$ cat config.mk
export PLATFORM = sky130hd
export DESIGN_NAME = uart_pg_loader_flat
export DESIGN_NICKNAME = d
export VERILOG_FILES = /design/src/rtl/uart_pg_loader_if.sv /design/src/rtl/uart_pg_loader.sv /design/src/flat_wrapper.sv
export SDC_FILE = /design/constraint.sdc
export NUM_CORES = 1
export LEC_CHECK = 0
export BUFFER_PORTS_ARGS = -buffer_cell sky130_fd_sc_hd__clkbuf_2
export CORE_ASPECT_RATIO = 0.5
export CORE_MARGIN = 2
export CORE_UTILIZATION = 55
export DETAILED_ROUTE_END_ITERATION = 8
export MAX_ROUTING_LAYER = met4
export PLACE_DENSITY = 0.71
export SYNTH_ARGS = -nofsm -noshare
export SYNTH_HDL_FRONTEND = slang
export SYNTH_SLANG_ARGS = --single-unit
$ cat constraint.sdc
create_clock -name CLK10MHZ -period 2.4 [get_ports CLK10MHZ]
set_input_delay 0.48 -clock CLK10MHZ [delete_from_list [all_inputs] [get_ports CLK10MHZ]]
set_output_delay 0.48 -clock CLK10MHZ [all_outputs]
set_load 0.01 [all_outputs]
$ cat src/rtl/uart_pg_loader_if.sv
// Program-download bus between the UART loader (master) and S86_sys (slave).
interface uart_pg_loader_if;
    logic        PG_CLK;
    logic        PG_RST;
    logic [1:0]  PG_WEN;
    logic [15:0] PG_DIN;
    logic [15:0] PG_ADR;
    logic        PG_DONE;
    logic        PG_ERR;

    modport master (output PG_CLK, PG_RST, PG_WEN, PG_DIN, PG_ADR, PG_DONE, PG_ERR);
    modport slave  (input  PG_CLK, PG_RST, PG_WEN, PG_DIN, PG_ADR, PG_DONE, PG_ERR);
endinterface

$ cat src/rtl/uart_pg_loader.sv
// UART 8N1 receiver plus frame parser that streams a checksummed program image
// into S86 memory over the PG bus, holding the CPU in reset until the image verifies.
module uart_pg_loader #(
    parameter int          CLKS_PER_BIT = 87,
    parameter int          TIMEOUT_CYC  = 100000,
    parameter logic [7:0]  HDR_BYTE     = 8'hA5
) (
    input  logic             CLK10MHZ,
    input  logic             CPU_RESET,
    input  logic             UART_RXD,
    uart_pg_loader_if.master pg
);
    localparam int CW = $clog2(CLKS_PER_BIT + 1);
    localparam int TW = $clog2(TIMEOUT_CYC + 1);
    localparam logic [CW-1:0] BIT_LAST  = CW'(CLKS_PER_BIT - 1);
    localparam logic [CW-1:0] HALF_LAST = CW'(CLKS_PER_BIT / 2 - 1);
    localparam logic [TW-1:0] TO_LAST   = TW'(TIMEOUT_CYC - 1);

    typedef enum logic [1:0] {R_IDLE, R_START, R_DATA, R_STOP} rx_st_t;
    typedef enum logic [2:0] {F_IDLE, F_CNT_LO, F_CNT_HI, F_DAT_LO, F_DAT_HI, F_CHK, F_DONE} f_st_t;

    // ---------------- UART receiver ----------------
    rx_st_t        rx_st, rx_st_n;
    logic          rx_s1, rx_s2, rx_prev;
    logic [CW-1:0] bcnt;
    logic [2:0]    bidx;
    logic [7:0]    shreg;
    logic          bit_tick, half_tick;
    logic          byte_valid, frame_err;
    logic [7:0]    rx_byte;

    assign bit_tick  = (bcnt == BIT_LAST);
    assign half_tick = (bcnt == HALF_LAST);
    assign rx_byte   = shreg;

    always_ff @(posedge CLK10MHZ) begin
        if (CPU_RESET) begin
            rx_st   <= R_IDLE;
            rx_s1   <= 1'b1;
            rx_s2   <= 1'b1;
            rx_prev <= 1'b1;
            bcnt    <= '0;
            bidx    <= '0;
            shreg   <= '0;
        end else begin
            rx_st   <= rx_st_n;
            rx_s1   <= UART_RXD;
            rx_s2   <= rx_s1;
            rx_prev <= rx_s2;
            bcnt    <= (rx_st == R_IDLE || rx_st != rx_st_n || bit_tick) ? '0 : bcnt + CW'(1);
            if (rx_st == R_START) begin
                bidx <= '0;
            end else if (rx_st == R_DATA && bit_tick) begin
                bidx  <= bidx + 3'd1;
                shreg <= {rx_s2, shreg[7:1]};
            end
        end
    end

    always_comb begin
        rx_st_n    = rx_st;
        byte_valid = 1'b0;
        frame_err  = 1'b0;
        case (rx_st)
            R_IDLE:  if (!rx_s2 && rx_prev) rx_st_n = R_START;
            // Re-check mid start bit so short line glitches are rejected
            R_START: if (half_tick) rx_st_n = rx_s2 ? R_IDLE : R_DATA;
            R_DATA:  if (bit_tick && bidx == 3'd7) rx_st_n = R_STOP;
            R_STOP: begin
                if (bit_tick) begin
                    byte_valid = rx_s2;
                    frame_err  = !rx_s2;
                    rx_st_n    = R_IDLE;
                end
            end
            default: rx_st_n = R_IDLE;
        endcase
    end

    // ---------------- frame parser ----------------
    f_st_t         f_st, f_st_n;
    logic [TW-1:0] tmr;
    logic [7:0]    cnt_lo, lo_byte, sum;
    logic [15:0]   left;
    logic          in_frame, hdr_acc, wr_now, go_done, abort;
    logic          rst_r, done_r, err_r;
    logic [1:0]    wen_r;
    logic [15:0]   din_r, adr_r;

    assign in_frame = (f_st != F_IDLE) && (f_st != F_DONE);

    always_comb begin
        f_st_n  = f_st;
        hdr_acc = 1'b0;
        wr_now  = 1'b0;
        go_done = 1'b0;
        abort   = 1'b0;
        case (f_st)
            F_IDLE, F_DONE: begin
                if (byte_valid && rx_byte == HDR_BYTE) begin
                    f_st_n  = F_CNT_LO;
                    hdr_acc = 1'b1;
                end
            end
            F_CNT_LO: if (byte_valid) f_st_n = F_CNT_HI;
            F_CNT_HI: if (byte_valid) f_st_n = ({rx_byte, cnt_lo} == 16'd0) ? F_CHK : F_DAT_LO;
            F_DAT_LO: if (byte_valid) f_st_n = F_DAT_HI;
            F_DAT_HI: begin
                if (byte_valid) begin
                    wr_now = 1'b1;
                    f_st_n = (left == 16'd1) ? F_CHK : F_DAT_LO;
                end
            end
            F_CHK: begin
                if (byte_valid) begin
                    if (rx_byte == sum) begin
                        go_done = 1'b1;
                        f_st_n  = F_DONE;
                    end else begin
                        abort  = 1'b1;
                        f_st_n = F_IDLE;
                    end
                end
            end
            default: f_st_n = F_IDLE;
        endcase
        // A byte landing on the timeout cycle still counts as activity
        if (in_frame && (frame_err || (!byte_valid && tmr == TO_LAST))) begin
            abort  = 1'b1;
            f_st_n = F_IDLE;
        end
    end

    always_ff @(posedge CLK10MHZ) begin
        if (CPU_RESET) begin
            f_st    <= F_IDLE;
            tmr     <= '0;
            cnt_lo  <= '0;
            lo_byte <= '0;
            sum     <= '0;
            left    <= '0;
            rst_r   <= 1'b1;
            done_r  <= 1'b0;
            err_r   <= 1'b0;
            wen_r   <= 2'b00;
            din_r   <= '0;
            adr_r   <= '0;
        end else begin
            f_st  <= f_st_n;
            tmr   <= (!in_frame || byte_valid) ? '0 : tmr + TW'(1);
            wen_r <= wr_now ? 2'b11 : 2'b00;
            if (wr_now) din_r <= {rx_byte, lo_byte};
            if (byte_valid) begin
                case (f_st)
                    F_CNT_LO: cnt_lo  <= rx_byte;
                    F_CNT_HI: left    <= {rx_byte, cnt_lo};
                    F_DAT_LO: lo_byte <= rx_byte;
                    F_DAT_HI: left    <= left - 16'd1;
                    default: ;
                endcase
            end
            if (byte_valid && in_frame && f_st != F_CHK) sum <= sum + rx_byte;
            if (hdr_acc) begin
                rst_r  <= 1'b1;
                done_r <= 1'b0;
                err_r  <= 1'b0;
                adr_r  <= '0;
                sum    <= '0;
            end else if (wen_r[0]) begin
                adr_r <= adr_r + 16'd1;
            end
            if (go_done) begin
                rst_r  <= 1'b0;
                done_r <= 1'b1;
            end
            if (abort) begin
                rst_r  <= 1'b1;
                done_r <= 1'b0;
                err_r  <= 1'b1;
            end
        end
    end

    assign pg.PG_CLK  = CLK10MHZ;
    assign pg.PG_RST  = rst_r;
    assign pg.PG_WEN  = wen_r;
    assign pg.PG_DIN  = din_r;
    assign pg.PG_ADR  = adr_r;
    assign pg.PG_DONE = done_r;
    assign pg.PG_ERR  = err_r;
endmodule
$ cat src/flat_wrapper.sv
// flat-port wrapper written by rule: the top's interface ports become plain ports
module uart_pg_loader_flat 
#(
    parameter int          CLKS_PER_BIT = 87,
    parameter int          TIMEOUT_CYC  = 100000,
    parameter logic [7:0]  HDR_BYTE     = 8'hA5
)
  (CLK10MHZ, CPU_RESET, UART_RXD, pg_PG_CLK, pg_PG_RST, pg_PG_WEN, pg_PG_DIN, pg_PG_ADR, pg_PG_DONE, pg_PG_ERR);
  uart_pg_loader_if pg_i ();
  input  logic CLK10MHZ;
  input  logic CPU_RESET;
  input  logic UART_RXD;
  output wire logic [$bits(pg_i.PG_CLK)-1:0] pg_PG_CLK;
  output wire logic [$bits(pg_i.PG_RST)-1:0] pg_PG_RST;
  output wire logic [$bits(pg_i.PG_WEN)-1:0] pg_PG_WEN;
  output wire logic [$bits(pg_i.PG_DIN)-1:0] pg_PG_DIN;
  output wire logic [$bits(pg_i.PG_ADR)-1:0] pg_PG_ADR;
  output wire logic [$bits(pg_i.PG_DONE)-1:0] pg_PG_DONE;
  output wire logic [$bits(pg_i.PG_ERR)-1:0] pg_PG_ERR;
  assign pg_PG_CLK = pg_i.PG_CLK;
  assign pg_PG_RST = pg_i.PG_RST;
  assign pg_PG_WEN = pg_i.PG_WEN;
  assign pg_PG_DIN = pg_i.PG_DIN;
  assign pg_PG_ADR = pg_i.PG_ADR;
  assign pg_PG_DONE = pg_i.PG_DONE;
  assign pg_PG_ERR = pg_i.PG_ERR;
  uart_pg_loader #(.CLKS_PER_BIT(CLKS_PER_BIT), .TIMEOUT_CYC(TIMEOUT_CYC), .HDR_BYTE(HDR_BYTE)) u_core (.CLK10MHZ(CLK10MHZ), .CPU_RESET(CPU_RESET), .UART_RXD(UART_RXD), .pg(pg_i));
endmodule
# == Word level (Yosys, flattened, before mapping) ==
# Index checks and enable logic that the tools add are counted.
# totals
output_inout_bits,38
in_bits,3
register_bits,120
# classes
eq_ne,25
bitwise_logic,1
n_reduce_logical,35
mux,38
n_addsub,6
# op_table
cell,count
$pmux 16 s2,1
$mux 3,9
$mux 1,20
$pmux 3 s6,1
$add 17x1->17 const B,1
$eq 17x17->1 const B,1
$add 16x1->16 const B,1
$eq 16x1->1 const B,1
$logic_not 16->1,1
$sub 16x1->16 const B,1
$reduce_or 2->1,7
$eq 3x3->1 const B,4
$mux 2,6
$ne 2x1->1 const B,6
$logic_and 1x1->1,9
$add 8x8->8,1
$eq 8x8->1,1
$eq 8x8->1 const B,1
$pmux 2 s4,1
$reduce_and 2->1,4
$add 7x1->7 const B,1
$eq 7x6->1 const B,1
$eq 7x7->1 const B,1
$eq 3x2->1 const B,2
other kinds (14),23

# == Logic depth before layout (Yosys ltp) ==
# Gate-level depths: netlist of the first run.
# logic_depth
word_depth,9
mapped_depth,9

==> impl_metrics.toml, run 1 <==
[floorplan]
initial_utilization_pct = 56.2
io_pins = 41
row_count = 26
die_w_um = 148
die_y_um = 75.9
placeableCoreArea_um2 = 10100
dieArea_um2 = 11200

[pwr]
peakVddDrop_v = 0.000561
p_leak_nw = 2.55
power_density_nw_per_um2 = 692

[final_layout]
nets = 742
diodes = 0
final_layout_size_suffix_gt1_share_pct = 14.8
stdcell_count = 875
synthToLayoutAreaGrowth_pct = 18.8
n_fill_cell = 866

[critical_path]
critPathArrivalTime_ns = 1.71
r2r_start = "u_core.bcnt[0]"
r2r_cells = 8
crit_path_end = "pg_PG_CLK"
regToRegSetupSlack_ns = 0.22
crit_path_start = "CLK10MHZ"
path_class = "clk -> out"
endpoint_kind = "output port"
cp.required_ns = 1.92
r2r_end = "u_core.left[7]"
crit_fanout = 16
start_kind = "clock port"

[synthesis]
syn_nets = 697
synthArstFlopShare_pct = 0
synthTopCellsByArea = "dfxtp_1 (42%), nor2_1 (6.3%), nand2_1 (5.9%), xor2_1 (4.0%), a21oi_1 (3.9%)"
yosysUniqueCellTypes = 67
synth_commonest_cells = "dfxtp_1 (119), nor2_1 (95), nand2_1 (89)"
synth_edf_count = 0
synth_area_um2 = 5680
synth_most_common_cell = "dfxtp_1"
synth_warnings = 0
synth_seq_cells = 119
synth_flop_cell = "dfxtp_1"
yosys.area.top_type_share_pct = 41.9
yosysTopAreaCell = "dfxtp_1"
syn_inst = 678
ys_seq_area_share_pct = 41.9
syn_avg_cell_area_um2 = 8.38

[sta]
fin_crit_ns = 2.19
setup_violations = 0
fin_ws_ns = 0.213
tns_ns = 0
fin_worst_skew_ns = 0.00565
hold_viol_final = 0
slew_viol_final = 0
post-route-period-util_pct = 91.1
rsz0062_at_grt = "false"
slew-limit-headroom_pct = 51.5
worstMarginPinSlew_ns = 0.726
max_freq_mhz = 458

[clocking]
cts_resized = 0
cts.clk_slew.worst_paths_ns = 0.05
htree_levels = 4
clkLatencyLatePin_ns = 0.41
cts_tree = "yes"
cts-root-buf = "clkbuf_16"
numCtsBuffers = 17
cts_buffer_depth = 2
ctsHoldBuffers = 0
post_cts_buffers = 0

[route]
wl_um = 12800
drt_iter0_markers = 408
ant_nets = 0
drc = 0
first_pass_iters = 6
vias = 4891
wl_met1_um = 6260
dr_wl_met3_um = 786
avgRoutedWirePerCell_um = 14.6
vias_per_cell = 5.59
top_layer_used = "met4"
wl_met2_um = 5590

[status]
outcome = "finished clean"

[grt]
grt_pass1_vias = 4233
grt_max_degree = 65
antenna_found_initial = 0
grt_pass1_wl_um = 20900
track_usage_pct = 24.5
gr-total-overflow = 0

[placed_design]
place.gp.congestion = 0.838
portBuffers = 40
pre_cts_ws_ns = 0.238
place_hpwl_um = 8690
dp_cells = 844

[min_path]
hold_class = "in -> reg"

[flow_run]
cap_violations = 0
[final cells by class]
cell class | count | area (um^2) | area share [%]
Clock buffer | 22 | 475 | 7.04
Multi-Input combinational cell | 501 | 3060 | 45.3
Clock inverter | 10 | 144 | 2.13
Inverter | 19 | 71.3 | 1.06
Sequential cell | 119 | 2380 | 35.3
Timing Repair Buffer | 64 | 445 | 6.60
Tap cell | 140 | 175 | 2.60
[cell usage in the layout (no fill, tap or decap), types with 13 or more instances in the layout]
cell       count
o21ai_0       21
clkbuf_16     17
ha_1          15
a21oi_1       44
inv_1         19
nor3_1        13
dfxtp_1      119
buf_4         20
clkbuf_2      40
xor2_1        26
nand4_1       15
mux2i_1       21
xnor2_1       15
nand3_1       17
nand2_1       89
nor2_1        95
[metal layers]
| layer | GRT usage, % | vias to the layer above |
|---|---|---|
| met1 | 32.0 | 2268 |
| met2 | 38.3 | 133 |
| met5 | - | - |
| met3 | 6.05 | 19 |
| met4 | 7.48 | 0 |
| li1 | - | 2471 |
[report_power, final]
| group | internal, mW | switching, mW | total [mW] |
|---|---|---|---|
| sequential | 1.98 | 0.00230 | 1.98 |
| combinational | 0.0146 | 0.0358 | 0.0504 |
| clock | 1.72 | 0.915 | 2.64 |
| total | 3.72 | 0.953 | 4.67 |
[cells by family (layout without fill, tap and decap cells)]
| kind of cell | count (synthesis) | in the layout | synth area share (%) |
|---|---|---|---|
| AND/OR/NAND/NOR | 294 | 294 | 25.2 |
| AO/OA/AOI/OAI | 126 | 126 | 14.3 |
| flip-flops | 119 | 119 | 41.9 |
| buffers and inverters | 58 | 115 | 4.29 |
| XOR/XNOR | 41 | 41 | 6.32 |
| multiplexers | 24 | 24 | 4.29 |
| adder cells (fa/ha/maj) | 16 | 16 | 3.66 |
[critical path, stage by stage]
cell and delay [ns]:
clkbuf_16 0.20, clkbuf_16 0.18, clkbuf_2 0.12
[stage by stage]
step | instance area (um^2) | util, % | hold slack [ns] | power [mW]
2_1_floorplan | 5680 | - | 0.389 | 2.09
3_3_place_gp | 6130 | 60.6 | 0.394 | 2.10
3_5_place_dp | 6130 | 60.6 | 0.398 | 2.10
4_1_cts | 6750 | 66.7 | 0.250 | 4.72
5_1_grt | 6750 | 66.7 | 0.258 | 4.82
6_report | 6750 | 66.7 | 0.256 | 4.67
[flip-flops by register name, summed over array words and instances, names as in the netlist, 2 cells and up]
signal	cells
u_core.left	16
u_core.f_st	3
u_core.rx_st	2
u_core.cnt_lo	8
u_core.tmr	17
u_core.sum	8
u_core.pg.PG_DIN	16
u_core.bidx	3
u_core.rx_byte	8
u_core.bcnt	7
u_core.lo_byte	8
u_core.pg.PG_ADR	16
[worst min path at each step]
stage	from	endpoint	slack [ns]	cells after the start
floorplan	u_core.rx_s1	u_core.rx_s2	0.39	1
global placement	u_core.rx_s1	u_core.rx_s2	0.39	1
detailed placement	u_core.rx_s1	u_core.rx_s2	0.40	1
CTS	UART_RXD	u_core.rx_s1	0.25	2
global route	UART_RXD	u_core.rx_s1	0.26	2
finish	UART_RXD	u_core.rx_s1	0.26	2
Note: power is estimated with default switching activity, not from simulation.
==> inputs of run 2 (changes only) <==
- CORE_UTILIZATION: 55 -> 54
- PLACE_DENSITY: 0.71 -> 0.72
- clock period: 2.4 -> 1.9 ns (I/O delays scaled with it)
==> run 2 against run 1 <==
Net effect: the flow now finishes with violations (setup timing); hold slack worse by 0.096 ns; sequential share of layout area down 3.6 points; clock power up 34%; non-clock buffer count up 72; routed wire length up 18%; sequential cell count unchanged; clock skew up 0.0028 ns; register-to-register slack worse by 0.22 ns; sequential power up 26%; die area up 1.8%; utilization up 7.2 points; power up 31%; largest cell class unchanged.
==> impl_metrics.toml, run 2 (synthesized netlist as in run 1, its figures left out) <==
[critical_path]
cp.required_ns = 2.21
regToRegSetupSlack_ns = -0.002
r2r_end = "u_core.f_st[1]"
critPathArrivalTime_ns = 2.21
crit_fanout = 4
endpoint_kind = "flip-flop"
crit_path_end = "u_core.f_st[1]"
path_class = "reg -> reg"
start_kind = "flip-flop"
r2r_cells = 5
crit_path_start = "u_core.rx_byte[3]"
r2r_start = "u_core.rx_byte[3]"

[final_layout]
nets = 814
final_layout_size_suffix_gt1_share_pct = 27.3
synthToLayoutAreaGrowth_pct = 32.8
largest-register = "u_core.tmr"
final_common_cell = "dfxtp_1"
largest_register_ff_count = 17
diodes = 0
layout_common_cells = "dfxtp_1 (113), nor2_1 (93), nand2_1 (87), buf_4 (85), a21oi_1 (41)"

[grt]
track_usage_pct = 26.5
grt_pass1_wl_um = 23400
gr-total-overflow = 0
antenna_found_initial = 0
grt_pass1_vias = 4996
grt_max_degree = 38

[floorplan]
placeableCoreArea_um2 = 10200
initial_utilization_pct = 55.6
dieArea_um2 = 11400
io_pins = 41
die_y_um = 76.5
row_count = 26
die_w_um = 149

[clocking]
cts-root-buf = "clkbuf_16"
cts.clk_slew.worst_paths_ns = 0.05
cts_buffer_depth = 2
numCtsBuffers = 17
clkLatencyLatePin_ns = 0.41
ctsHoldBuffers = 0
cts_tree = "yes"
htree_levels = 4

[pwr]
p_seq_share_pct = 40.9
p_clk_share_pct = 58.0
p_leak_nw = 2.98
p_int_mw = 4.96
power_density_nw_per_um2 = 812
power.total_mw = 6.12
power.net_switching_mw = 1.17
peakVddDrop_v = 0.000661
power_frac_comb_pct = 1.2
sw_frac_of_total_pct = 19.1

[route]
vias = 5369
drt_iter0_markers = 391
drc = 0
first_pass_iters = 5
avgRoutedWirePerCell_um = 15.9
ant_nets = 0
wl_um = 15000
vias_per_cell = 5.67

[sta]
slew-limit-headroom_pct = 69.8
rsz0062_at_grt = "true"
hold_viol_final = 0
hold_slack_ns = 0.160
max_freq_mhz = 526
fin_ws_ns = -0.00217
setup_violations = 1
tns_ns = -0.00217
fin_worst_skew_ns = 0.00841
worstMarginPinSlew_ns = 0.449
post-route-period-util_pct = 100
slew_viol_final = 0
fin_crit_ns = 1.90

[status]
outcome = "complete, but fails checks"
violations = "setup timing"

[min_path]
hp-start = "UART_RXD"
hold_class = "in -> reg"

[flow_run]
cap_violations = 0

[placed_design]
portBuffers = 40
place_hpwl_um = 9600
place.gp.congestion = 0.883
==> run 2: per-layer routing <==
layer	vias to the layer above	GRT usage, %	wire [um]
met5	-	-	0
met1	2513	32.5	6560
li1	2623	-	-
met2	182	41.2	6930
met3	51	6.77	999
met4	0	12.1	521
==> run 2: worst max-delay path, cell delays in order, from the launching register on <==
cell and delay, ns:
dfxtp_4 0.35, or4_4 0.56, o41a_1 0.46, a31oi_1 0.18
o211ai_1 0.11, nor3b_1 0.14
==> run 2: worst min-delay path by stage <==
| stage | to | slack [ns] | cells after the start |
|---|---|---|---|
| after floorplan | u_core.rx_s2 | 0.39 | 1 |
| after global placement | u_core.rx_s2 | 0.39 | 1 |
| after detailed placement | u_core.rx_s2 | 0.40 | 1 |
| after CTS | u_core.rx_s1 | 0.16 | 2 |
| after global routing | u_core.rx_s1 | 0.17 | 2 |
| final | u_core.rx_s1 | 0.16 | 2 |
==> run 2: what timing repair did <==
| item | 4_1_cts | 5_1_grt |
|---|---|---|
| pin swaps | 1 | 15 |
| cloned | 0 | 1 |
| buffers inserted | 1 | 11 |
| setup endpoints to repair | 17 | 64 |
| gates resized for setup | 5 | 59 |
==> run 2: stage by stage <==
step | setup slack [ns] | cells | utilization (%) | cell area (um^2)
after CTS | -0.0467 | 935 | 70.9 | 7240
after global routing | -0.108 | 947 | 73.9 | 7550
final | -0.00217 | 947 | 73.9 | 7550
after detailed placement | -0.0590 | 903 | 64.3 | 6570
after floorplan | 0.00895 | 678 | - | 5690
after global placement | -0.0122 | 903 | 64.3 | 6570
==> run 2: final cells by class <==
class,count,area (um^2)
Fill cell,727,2670
Multi-Input combinational cell,501,3260
Timing Repair Buffer,136,997
Clock buffer,24,483
Tap cell,140,175
Clock inverter,8,168
Sequential cell,119,2390
Inverter,19,71.3
==> run 2: power groups by stage <==
| stage | clock [mW] | sequential [mW] | combinational [mW] |
|---|---|---|---|
| 4_1_cts | 3.58 | 2.50 | 0.0689 |
| 3_3_place_gp | 0.0318 | 2.56 | 0.0686 |
| 6_report | 3.55 | 2.50 | 0.0712 |
| 5_1_grt | 3.71 | 2.50 | 0.0772 |
| 2_1_floorplan | 0.0434 | 2.56 | 0.0403 |
| 3_5_place_dp | 0.0318 | 2.56 | 0.0691 |
